[src/rtl/count_monitor_pkg.sv]
`default_nettype none
// ============================================================================
// Module      : count_monitor_pkg
// Description : Shared types and helpers for the counter monitor: the FSM
//               state encoding and a saturating increment for the tallies.
// Revision    : 1.0 - initial release
// ============================================================================
package count_monitor_pkg;

   typedef enum logic [1:0] {
      SYNC  = 2'd0,
      CHECK = 2'd1,
      HALT  = 2'd2
   } state_t;

   // Increment v, but never past the all-ones value of a w-bit field.
   function automatic logic [31:0] sat_inc(input logic [31:0] v, input int w);
      logic [31:0] lim;
      lim = (32'd1 << w) - 32'd1;
      return (v >= lim) ? v : v + 32'd1;
   endfunction

endpackage
`default_nettype wire

[src/rtl/count_monitor_model.sv]
`default_nettype none
// ============================================================================
// Module      : count_model
// Description : Shadow counter. Tracks the value the counter under test must
//               show after each edge: load > enable > hold, modulo MAX+1.
//               When seed_i is set the update starts from the observed count
//               instead of the internal value (initial sync and resync).
// Revision    : 1.0 - initial release
// ============================================================================
module count_model
   import count_monitor_pkg::*;
#(
   parameter int          WIDTH = 4,
   parameter int unsigned MAX   = 2**WIDTH - 1
)(
   input  logic             clk,
   input  logic             reset,
   input  logic             clr_i,
   input  logic             seed_i,
   input  logic [WIDTH-1:0] seed_val_i,
   input  logic             load_i,
   input  logic [WIDTH-1:0] load_val_i,
   input  logic             en_i,
   input  logic             up_i,
   output logic [WIDTH-1:0] exp_o
);

   localparam logic [WIDTH-1:0] MAX_V = WIDTH'(MAX);

   logic [WIDTH-1:0] exp_q;
   logic [WIDTH-1:0] exp_d;
   logic [WIDTH-1:0] base;

   // Next expected value: pick the starting point, then apply the controls.
   always_comb begin
      base  = seed_i ? seed_val_i : exp_q;
      exp_d = base;
      if (load_i) begin
         exp_d = load_val_i;
      end else if (en_i) begin
         if (up_i) begin
            exp_d = (base == MAX_V) ? '0 : base + 1'b1;
         end else begin
            exp_d = (base == '0) ? MAX_V : base - 1'b1;
         end
      end
   end

   // Expected-value register; clr returns it to the reset value.
   always_ff @(posedge clk or posedge reset) begin
      if (reset) begin
         exp_q <= '0;
      end else if (clr_i) begin
         exp_q <= '0;
      end else begin
         exp_q <= exp_d;
      end
   end

   assign exp_o = exp_q;

endmodule
`default_nettype wire

[src/rtl/count_monitor.sv]
`default_nettype none
// ============================================================================
// Module      : count_monitor
// Description : Cycle-accurate checker for an up/down/loadable counter with a
//               terminal-count flag. Compares count and t against a shadow
//               model, raises one-cycle error pulses, a sticky fail flag and
//               saturating error/check tallies.
// Revision    : 1.0 - initial release
// ============================================================================
module count_monitor
   import count_monitor_pkg::*;
#(
   parameter int          WIDTH       = 4,
   parameter int unsigned MAX         = 2**WIDTH - 1,
   parameter int          ERR_W       = 8,
   parameter bit          STOP_ON_ERR = 1'b0
)(
   input  logic             clk,
   input  logic             reset,
   input  logic             clr,
   input  logic             en,
   input  logic             up,
   input  logic             load,
   input  logic [WIDTH-1:0] load_val,
   input  logic [WIDTH-1:0] count,
   input  logic             t,
   output logic             cnt_err,
   output logic             t_err,
   output logic             fail,
   output logic [ERR_W-1:0] err_cnt,
   output logic [ERR_W-1:0] chk_cnt,
   output logic [1:0]       state
);

   localparam logic [WIDTH-1:0] MAX_V = WIDTH'(MAX);

   state_t           state_q, state_d;
   logic             cnt_err_q, cnt_err_d;
   logic             t_err_q, t_err_d;
   logic             fail_q, fail_d;
   logic [ERR_W-1:0] err_cnt_q, err_cnt_d;
   logic [ERR_W-1:0] chk_cnt_q, chk_cnt_d;

   logic [WIDTH-1:0] exp_val;
   logic             cnt_mis;
   logic             t_mis;
   logic             t_exp;
   logic             seed;

   // Raw comparisons against the model and the observed count.
   always_comb begin
      cnt_mis = (count != exp_val) || (count > MAX_V);
      t_exp   = up ? (count == MAX_V) : (count == '0);
      t_mis   = (t != t_exp);
      // Outside CHECK, and after a count error, the model follows the
      // observed counter so a single fault does not cascade.
      seed    = (state_q != CHECK) || cnt_mis;
   end

   count_model #(
      .WIDTH (WIDTH),
      .MAX   (MAX)
   ) u_model (
      .clk        (clk),
      .reset      (reset),
      .clr_i      (clr),
      .seed_i     (seed),
      .seed_val_i (count),
      .load_i     (load),
      .load_val_i (load_val),
      .en_i       (en),
      .up_i       (up),
      .exp_o      (exp_val)
   );

   // Next state, error pulses and tallies; clr overrides everything.
   always_comb begin
      state_d   = state_q;
      cnt_err_d = 1'b0;
      t_err_d   = 1'b0;
      fail_d    = fail_q;
      err_cnt_d = err_cnt_q;
      chk_cnt_d = chk_cnt_q;
      if (clr) begin
         state_d   = SYNC;
         fail_d    = 1'b0;
         err_cnt_d = '0;
         chk_cnt_d = '0;
      end else begin
         case (state_q)
            SYNC: begin
               state_d = CHECK;
            end
            CHECK: begin
               cnt_err_d = cnt_mis;
               t_err_d   = t_mis;
               chk_cnt_d = ERR_W'(sat_inc(32'(chk_cnt_q), ERR_W));
               if (cnt_mis || t_mis) begin
                  fail_d    = 1'b1;
                  err_cnt_d = ERR_W'(sat_inc(32'(err_cnt_q), ERR_W));
                  if (STOP_ON_ERR) begin
                     state_d = HALT;
                  end
               end
            end
            HALT: begin
               state_d = HALT;
            end
            default: begin
               state_d = SYNC;
            end
         endcase
      end
   end

   // State and result registers.
   always_ff @(posedge clk or posedge reset) begin
      if (reset) begin
         state_q   <= SYNC;
         cnt_err_q <= 1'b0;
         t_err_q   <= 1'b0;
         fail_q    <= 1'b0;
         err_cnt_q <= '0;
         chk_cnt_q <= '0;
      end else begin
         state_q   <= state_d;
         cnt_err_q <= cnt_err_d;
         t_err_q   <= t_err_d;
         fail_q    <= fail_d;
         err_cnt_q <= err_cnt_d;
         chk_cnt_q <= chk_cnt_d;
      end
   end

   assign cnt_err = cnt_err_q;
   assign t_err   = t_err_q;
   assign fail    = fail_q;
   assign err_cnt = err_cnt_q;
   assign chk_cnt = chk_cnt_q;
   assign state   = state_q;

endmodule
`default_nettype wire

[config.mk]
export PLATFORM = sky130hd
export DESIGN_NAME = count_monitor
export DESIGN_NICKNAME = d
export VERILOG_FILES = /design/src/rtl/count_monitor_pkg.sv /design/src/rtl/count_monitor_model.sv /design/src/rtl/count_monitor.sv
export SDC_FILE = /design/constraint.sdc
export NUM_CORES = 1
export LEC_CHECK = 0
export CORE_MARGIN = 1
export CORE_UTILIZATION = 30
export CTS_CLUSTER_SIZE = 40
export DETAILED_ROUTE_END_ITERATION = 10
export GPL_TIMING_DRIVEN = 0
export MAX_ROUTING_LAYER = met4
export PLACE_DENSITY = 0.52
export RECOVER_POWER = 25
export SLEW_MARGIN = 15
export SYNTH_ARGS = -nofsm -noshare
export SYNTH_HDL_FRONTEND = slang
export SYNTH_SLANG_ARGS = --single-unit
[constraint.sdc]
create_clock -name clk -period 4 [get_ports clk]
set_input_delay 0.8 -clock clk [delete_from_list [all_inputs] [get_ports clk]]
set_output_delay 0.8 -clock clk [all_outputs]
set_load 0.005 [all_outputs]
After elaboration in Yosys (flattened, before gate mapping)
Cells that the tools add are included.

Output and inout port bits: 21. Input bits: 15. Flip-flop bits (word level): 25.

Muxes and demuxes: 24. Order comparisons: 3. Add/subtract/negate cells: 4. Reductions and logical operators: 11. Eq/ne operators: 10.

Operators with widths (number): two-way mux 8 bit (7); two-way mux 4 bit (7); adder 8 x 1 -> 8 bit, second input constant (2); >= comparator 8 bit, second input constant (2); equality test 4 bit, second input constant (2); logical NOT 4 bit (2); two-way mux 1 bit (8); != test 2 bit, second input constant (3); case mux 2 bit (3 select lines) (1); adder 4 x 1 -> 4 bit, second input constant (1); greater-than comparator 4 bit, second input constant (1); != test 4 bit (1); AND reduction 2 bit (2); nonzero test 2 bit (2); subtractor 4 x 1 -> 4 bit, second input constant (1); logical OR 1 bit (3); AND reduction 3 bit (1); equality test 2 x 1 -> 1 bit, second input constant (1); equality test 2 bit, second input constant (1); logical NOT 2 bit (1); two-way mux 2 bit (1); != test 2 x 1 -> 1 bit, second input constant (1); != test 1 bit (1).

Logic depth before layout (Yosys ltp)
Gate-level depths: netlist of run 1.

Word-level depth: 10. Depth in mapped cells: 8. Depth with buffers taken out: 7.

Modules after synthesis
A second synthesis of run 1 with hierarchy kept.

Cells, all modules: 173. Area total of the unflattened synthesis: 1640.3 µm².

By module, submodules not included: count_monitor (area an instance 1199.9 µm², instances 1, cells each 124); count_model (area an instance 440.4 µm², instances 1, cells each 49).

Least setup slack after synthesis of run 1
No wires, ideal clock.

Kind: input -> register. From: input count[1]. To: register u_model.exp_q[3] (netlist: u_model.exp_o[3]). Slack: 1.680 ns. Required time: 3.922 ns. Arrival: 2.242 ns. Setup time: 0.078 ns. Path buffers: 2. Stages: 8. Path through: buf_2 clkbuf_1 ha_1 a21oi_1 nor2b_1 mux4_1 a211o_1 a21oi_1.

Word-level cells in the longest chain between the ends: 10. Elaborated cells on any way between the ends: 15.

Ends and longest elaborated chain: start: declaration (line count_monitor.sv:25) `input logic [WIDTH-1:0] count,`; greater-than comparator 4 bit or != test 4 bit (tied branches) (line count_monitor.sv:52) `cnt_mis = (count != exp_val) || (count > MAX_V);`; logical OR 1 bit (line count_monitor.sv:52); logical OR 1 bit (line count_monitor.sv:57) `seed = (state_q != CHECK) || cnt_mis;`; two-way mux 4 bit * (line count_monitor_model.sv:36) `base = seed_i ? seed_val_i : exp_q;`; subtractor 4 x 1 -> 4 bit (tied with other cells) (line count_monitor_model.sv:44) `exp_d = (base == '0) ? MAX_V : base - 1'b1;`; two-way mux 4 bit, on equally long branches (line count_monitor_model.sv:44, count_monitor_model.sv:42); two-way mux 4 bit (line count_monitor_model.sv:41) `if (up_i) begin`; two-way mux 4 bit * (line count_monitor_model.sv:40) `end else if (en_i) begin`; two-way mux 4 bit * (line count_monitor_model.sv:38) `if (load_i) begin`; two-way mux 4 bit * (line count_monitor_model.sv:53) `end else if (clr_i) begin`; end signal: assignment (line count_monitor_model.sv:56) `exp_q <= exp_d;`; end: declaration (line count_monitor_model.sv:30) `logic [WIDTH-1:0] exp_q;`.

Mark *: on every way between the ends. The rest lies on a longest branch, timed or not. A chain may end at the register's enable or synchronous reset.

Worst setup path in the final report of run 1
From: input count[2]. To: register err_cnt_q[7] (netlist: err_cnt[7]).

Word-level cells in the longest chain between the ends: 6. Elaborated cells on any way between the ends: 10.

Ends and longest elaborated chain: equality test 4 bit or logical NOT 4 bit (tied branches) (line count_monitor.sv:53) `t_exp = up ? (count == MAX_V) : (count == '0);`; two-way mux 1 bit (line count_monitor.sv:53); != test 1 bit (line count_monitor.sv:54) `t_mis = (t != t_exp);`; logical OR 1 bit * (line count_monitor.sv:98) `if (cnt_mis || t_mis) begin`; nonzero test 2 bit (no source line) *; AND reduction 3 bit (no source line) *; end signal: assignment (line count_monitor.sv:130) `err_cnt_q <= err_cnt_d;`; end: declaration (line count_monitor.sv:41) `logic [ERR_W-1:0] err_cnt_q, err_cnt_d;`.

Marks and branches as above.

==> reports/summary.txt, run 1 <==
pre-CTS setup slack: 1180 ps
final sum of negative setup slack: 0 ps
core utilization of the finished layout: 39.6%
vias per inst: 4.75
FF-to-FF End: err_cnt[1]
final setup vio count: 0
NumNets Final: 220
area growth from synthesis to final layout: 27.1%
depth of the worst register-to-register path: 6
unrepaired setup endpoints after global routing: false
Num Clock Sinks: 25
number of input and output port buffers inserted: 30
sequential element share of the synthesized area: 39.0%
power per unit of standard cell area: 256 mW/mm2
area of all sequential standard cells: 626 um2
placed instance area: 0.00199 mm2
highest-count cells in the layout ignoring fill and taps: sky130_fd_sc_hd__clkdlybuf4s50_1, sky130_fd_sc_hd__dfrtp_1, sky130_fd_sc_hd__nor2_1
number of iterations in the first detailed-routing pass: 4
relative max-transition margin: 35.9%
clock input transition at the sequential cells of the worst setup and hold paths: 90 ps
number of inserted filler cells in the final layout: 557
number of cell rows: 26
type of origin of the critical path: input pin
status: complete, no violations
layout cells sized above 1: 9.55%
adder and majority cell fraction of the synthesized area: 3.90%
Final ANT Viol Nets: 0
floorplan die height: 75.1 um
Core Region: 0.00514 mm2
DRT iter0 DRCs: 45
biggest area consumer among synthesized cells: sky130_fd_sc_hd__dfrtp_1
initial antenna violation count: 0
mean cell area of the mapped netlist: 9.71 um2
number of buffers added to fix hold violations after cts: 0
Vias: 1,277
main combinational cell family by area after synthesis: simple AND/OR/NAND/NOR gates
worst reg2reg startpoint: err_cnt[0]
Max Freq: 392 MHz
clk_lat worst skew: 260 ps
category of the most critical setup path: input pin to flip-flop
number of CTS-inserted buffers: 3
final estimated routing congestion in global placement: 0.704
Max Transition Viols Final: 0
Antenna diodes: 0
TritonCTS clock tree: done
post-synthesis xor/xnor area fraction: 8.27%
reg2reg setup slack: 2110 ps
worst hold path cell count: 1
Setup Fix Bufs, Post-CTS: 0
combined area of all synthesized cells: 0.00160 mm2
Yosys reg bits: 25
total of max-cap violations: 0
total half-perimeter wirelength after legalization and detailed placement: 2.35 mm
most frequent standard cell in the layout excluding fill and tap cells: sky130_fd_sc_hd__clkdlybuf4s50_1
share of cell area taken by muxes after synthesis: 8.43%
slew at the pin closest to its max-slew limit: 960 ps
library cell used as clock root buffer: sky130_fd_sc_hd__clkbuf_8
required time of the critical path: 4160 ps
clock skew: 3.20 ps
multi-input combinational cell area: 890 um2
Hold Startpoint: state[0]
total global routing overflow: 0
global-route total usage across every layer: 13.3%
hold endpoint: state[1]
Final Instance Area: 0.00204 mm2
number of different library cells in the post-synthesis netlist: 39
Static Leak: 0.870 nW
width of the die: 75.1 um
CP Data Arrival Time: 2710 ps
Max Root-Sink Buffers: 2
biggest fanout along the worst timing path: 10
Total Wirelength: 3.29 mm
Post-Synth Simple-Gate Area: 20.0%
Synth Warn #: 0
share of the cycle needed by the critical path after routing: 63.7%
worst voltage drop across the vdd grid: 0.199 mV
post-cts resize count: 0
Worst Hold Class: flip-flop to flip-flop
vias in the first global route: 1,191
Initial Utilization: 31.2%
net count after synthesis: 185
shortest clock period the worst path allows after layout: 2550 ps
fraction of post-synthesis cell area in the top cell type by area: 39.0%
io pins: 36
number of instances in the synthesized netlist: 165
count of endpoints failing hold in the final timing report: 0
dominant cells by area after synthesis: sky130_fd_sc_hd__dfrtp_1, sky130_fd_sc_hd__nor2_1, sky130_fd_sc_hd__xor2_1, sky130_fd_sc_hd__mux2_1, sky130_fd_sc_hd__ha_1
final setup margin: 1450 ps
maximum level of the CTS H-tree: 1
first-pass GRT wire length: 5.59 mm
maximum number of pins on one net before global-route repair: 26
mean routed wirelength per cell: 12.2 um
overall die area: 0.00564 mm2
post-route DRC violation count: 0
share of the synthesized area in compound gates (AO/OA/AOI/OAI): 14.9%
Power Total: 0.522 mW
Worst setup EP type: flip-flop
==> synthesized netlist by cell type, drive strengths merged <==
master / number
clkbuf: 6
dfrtp: 25
buf: 5
nand3: 8
a2111oi: 1
nand2: 6
nor2b: 7
a311o: 1
a21oi: 9
o21bai: 2
nor2: 24
nand4: 3
a31oi: 1
and4: 1
o21ba: 1
xor2: 9
o21ai: 2
nor3: 4
or3: 1
and3: 3
mux4: 1
mux2: 7
ha: 5
xnor2: 4
nand2b: 2
a2bb2o: 1
nor4: 1
a211oi: 7
mux2i: 3
inv: 10
nor3b: 1
a211o: 4
==> final cells by class <==
| cell class | instances | area share, % |
|---|---|---|
| buffer | 11 | 2.46 |
| clock buffer | 3 | 2.03 |
| clock inverter | 1 | 0.246 |
| inverter | 10 | 1.84 |
| multi-input combinational | 119 | 43.7 |
| sequential | 25 | 30.7 |
| tap | 70 | 4.30 |
| timing repair buffer | 30 | 14.7 |
==> where the power goes <==
part	total (mW)	leakage [nW]	internal, mW	switching, mW
Clock	0.149	0.0255	0.0696	0.0795
Combinational	0.102	0.508	0.0491	0.0524
Sequential	0.271	0.337	0.262	0.00904
==> critical path: stages <==
cell and delay, ps:
sky130_fd_sc_hd__clkdlybuf4s50_1 630, sky130_fd_sc_hd__nor3_2 100, sky130_fd_sc_hd__a2bb2o_4 250, sky130_fd_sc_hd__xnor2_4 190, sky130_fd_sc_hd__a2111oi_4 390, sky130_fd_sc_hd__mux2_1 350
==> kinds of logic (layout without fill, tap and decap cells) <==
kind of cell / Yosys count / count (layout)
fa+ha+maj: 5 / 5
flops: 25 / 25
buf+inv: 21 / 55
simple gates: 61 / 61
compound gates: 29 / 29
mux: 11 / 11
xor+xnor: 13 / 13
==> per-layer routing <==
metal	track usage [%]	vias to the layer above	wire length (um)
met5	-	-	0
met4	1.26	0	6
met3	2.81	2	133
met2	21.5	25	1530
met1	17.7	612	1620
li1	-	638	-
==> state kept, by name, indices dropped and copies added (netlist names) <==
signal,count
fail,1
err_cnt,8
state,2
cnt_err,1
t_err,1
u_model.exp_o,4
chk_cnt,8
==> worst max path at each step <==
stage / start / endpoint / slack [ps]
finish: count[2] / err_cnt[7] / 1450
global route: clr / chk_cnt[4] / 1330
CTS: count[2] / err_cnt[7] / 1460
detailed placement: count[2] / err_cnt[7] / 1180
global placement: clr / chk_cnt[6] / 1160
floorplan: count[1] / u_model.exp_o[3] / 1680
==> metrics by stage <==
step | hold WS (ps) | instances
2_1_floorplan | 455 | 165
3_3_place_gp | 462 | 265
3_5_place_dp | 453 | 265
4_1_cts | 469 | 269
5_1_grt | 491 | 269
6_report | 466 | 269
Power figures use the tool's default switching activity.
==> run 2: changes to the inputs <==
Settings changed: PLACE_DENSITY 0.52 to 0.54.
Clock period 4 ns to 2.2 ns, I/O delays scaled along.
==> run 2 against run 1 <==
Compared with the run above:
- global-route usage is 0.15 points higher
- clock-buffer cell count stayed put
- total power is 86% higher
- critical endpoint is now chk_cnt[6]
- largest cell class unchanged
==> reports/summary.txt, run 2 (synthesized netlist as in run 1, its figures left out) <==
clock skew: 4.94 ps
total of max-cap violations: 0
layout cells sized above 1: 10.1%
initial antenna violation count: 0
Power Total: 0.969 mW
Num Clock Sinks: 25
Levels on crit path: 5
worst reg2reg startpoint: err_cnt[0]
NumNets Final: 220
power per unit of standard cell area: 474 mW/mm2
clk_lat worst skew: 280 ps
count of buffer and inverter cells on the critical path: 4
final cell count without fillers: 269
Setup crit start: clr
final sum of negative setup slack: 0 ps
mean routed wirelength per cell: 12.3 um
Antenna diodes: 0
gate family responsible for the most delay along the worst path: buffers and inverters
clock input transition at the sequential cells of the worst setup and hold paths: 100 ps
unrepaired setup endpoints after global routing: false
Critical Path, Cell by Cell: clkdlybuf4s50_1 > clkbuf_1 > clkbuf_2 > clkbuf_1 > nor2_1
Final ANT Viol Nets: 0
total half-perimeter wirelength after legalization and detailed placement: 2.37 mm
Total Wirelength: 3.30 mm
maximum level of the CTS H-tree: 1
category of the most critical setup path: input pin to flip-flop
largest incremental delay on the critical path: 530 ps
CP Data Arrival Time: 2150 ps
overall die area: 0.00564 mm2
global-route total usage across every layer: 13.4%
most frequent standard cell in the layout excluding fill and tap cells: sky130_fd_sc_hd__clkdlybuf4s50_1
Worst setup endpoint: chk_cnt[6]
DRT iter0 DRCs: 82
Max Freq: 503 MHz
number of inserted filler cells in the final layout: 555
required time of the critical path: 2360 ps
placed instance area: 0.00199 mm2
io pins: 36
type of origin of the critical path: input pin
worst hold path cell count: 3
vias per inst: 4.75
shortest clock period the worst path allows after layout: 1990 ps
depth of the worst register-to-register path: 6
cell repeated most along the worst path: sky130_fd_sc_hd__clkbuf_1
Vias: 1,279
number of CTS-inserted buffers: 3
number of cell rows: 26
count of endpoints failing hold in the final timing report: 0
instance count after placement with tap cells included: 265
slew at the pin closest to its max-slew limit: 942 ps
total global routing overflow: 0
first-pass GRT wire length: 5.64 mm
Max Transition Viols Final: 0
Static Leak: 0.887 nW
maximum number of pins on one net before global-route repair: 26
worst voltage drop across the vdd grid: 0.291 mV
final setup vio count: 0
highest-count cells in the layout ignoring fill and taps: sky130_fd_sc_hd__clkdlybuf4s50_1, sky130_fd_sc_hd__dfrtp_1, sky130_fd_sc_hd__nor2_1
Max Root-Sink Buffers: 2
final estimated routing congestion in global placement: 0.741
Worst setup EP type: flip-flop
Initial Utilization: 31.2%
post-route DRC violation count: 0
width of the die: 75.1 um
Core Region: 0.00514 mm2
floorplan die height: 75.1 um
library cell used as clock root buffer: sky130_fd_sc_hd__clkbuf_8
number of input and output port buffers inserted: 30
number of iterations in the first detailed-routing pass: 4
reg2reg setup slack: 320 ps
TritonCTS clock tree: done
relative max-transition margin: 37.2%
Final Instance Area: 0.00205 mm2
vias in the first global route: 1,194
Crit-path slowest cell: sky130_fd_sc_hd__clkdlybuf4s50_1
status: complete, no violations
FF-to-FF End: err_cnt[1]
share of the cycle needed by the critical path after routing: 90.4%
core utilization of the finished layout: 39.8%
area growth from synthesis to final layout: 27.6%
Worst Hold Class: input pin to flip-flop
biggest fanout along the worst timing path: 10
[run 2: cell types whose count changed in the layout (fill, tap and decap cells not counted), sizes merged]
cell | previous run | this run
clkdlybuf4s50 | 29 | 27
dlymetal6s2s | 0 | 2
buf | 5 | 4
clkbuf | 9 | 10
clkinv | 1 | 0
clkinvlp | 0 | 1
[run 2: how the worst min path moves through the flow]
stage,start,to,slack [ps]
detailed placement,state[0],state[1],460
global placement,state[0],state[1],460
finish,load,u_model.exp_o[2],460
floorplan,state[1],state[0],450
global route,load,u_model.exp_o[2],490
CTS,load,u_model.exp_o[3],460
[run 2: routing by layer]
layer  global-route usage, %  vias to the layer above  wire (um)
met1                    17.7                      615       1680
li1                        -                      636          -
met4                    2.52                        0         24
met2                    21.1                       24       1460
met5                       -                        -          0
met3                    3.21                        4        133
[run 2: what timing repair did]
item / 4_1_cts / 5_1_grt
setup buffers: 0 / 0
resized for setup: 0 / 3
endpoints found under the setup margin: 0 / 12
hold buffers: 0 / 0
[run 2: per-stage QoR]
stage,setup WS (ps),hold slack (ps)
after floorplan,240,455
after global placement,-277,462
after detailed placement,-276,458
after CTS,10.4,464
after global routing,25.3,491
final,211,462
[run 2: report_power, final]
group          switching, mW  internal [mW]  leakage, nW
logic                 0.0960         0.0893        0.529
registers             0.0165          0.476        0.337
clock network          0.162          0.129       0.0217
total                  0.275          0.694        0.887
[run 2: area by class of cell]
type / instances / area [um2] / area share, %
Multi-Input combinational cell: 119 / 890 / 43.5
Sequential cell: 25 / 626 / 30.6
Timing Repair Buffer: 30 / 305 / 14.9
Tap cell: 70 / 87.6 / 4.28
Buffer: 11 / 51.3 / 2.51
Clock buffer: 3 / 41.3 / 2.02
Inverter: 10 / 37.5 / 1.83
Clock inverter: 1 / 7.51 / 0.367
[run 2: worst register-to-register path, stage by stage, from the launching register on]
cell and delay, ps:
sky130_fd_sc_hd__dfrtp_1 480, sky130_fd_sc_hd__ha_1 260, sky130_fd_sc_hd__nand3_1 100, sky130_fd_sc_hd__o21bai_2 410
sky130_fd_sc_hd__inv_1 120, sky130_fd_sc_hd__a211o_1 310, sky130_fd_sc_hd__a21oi_1 120
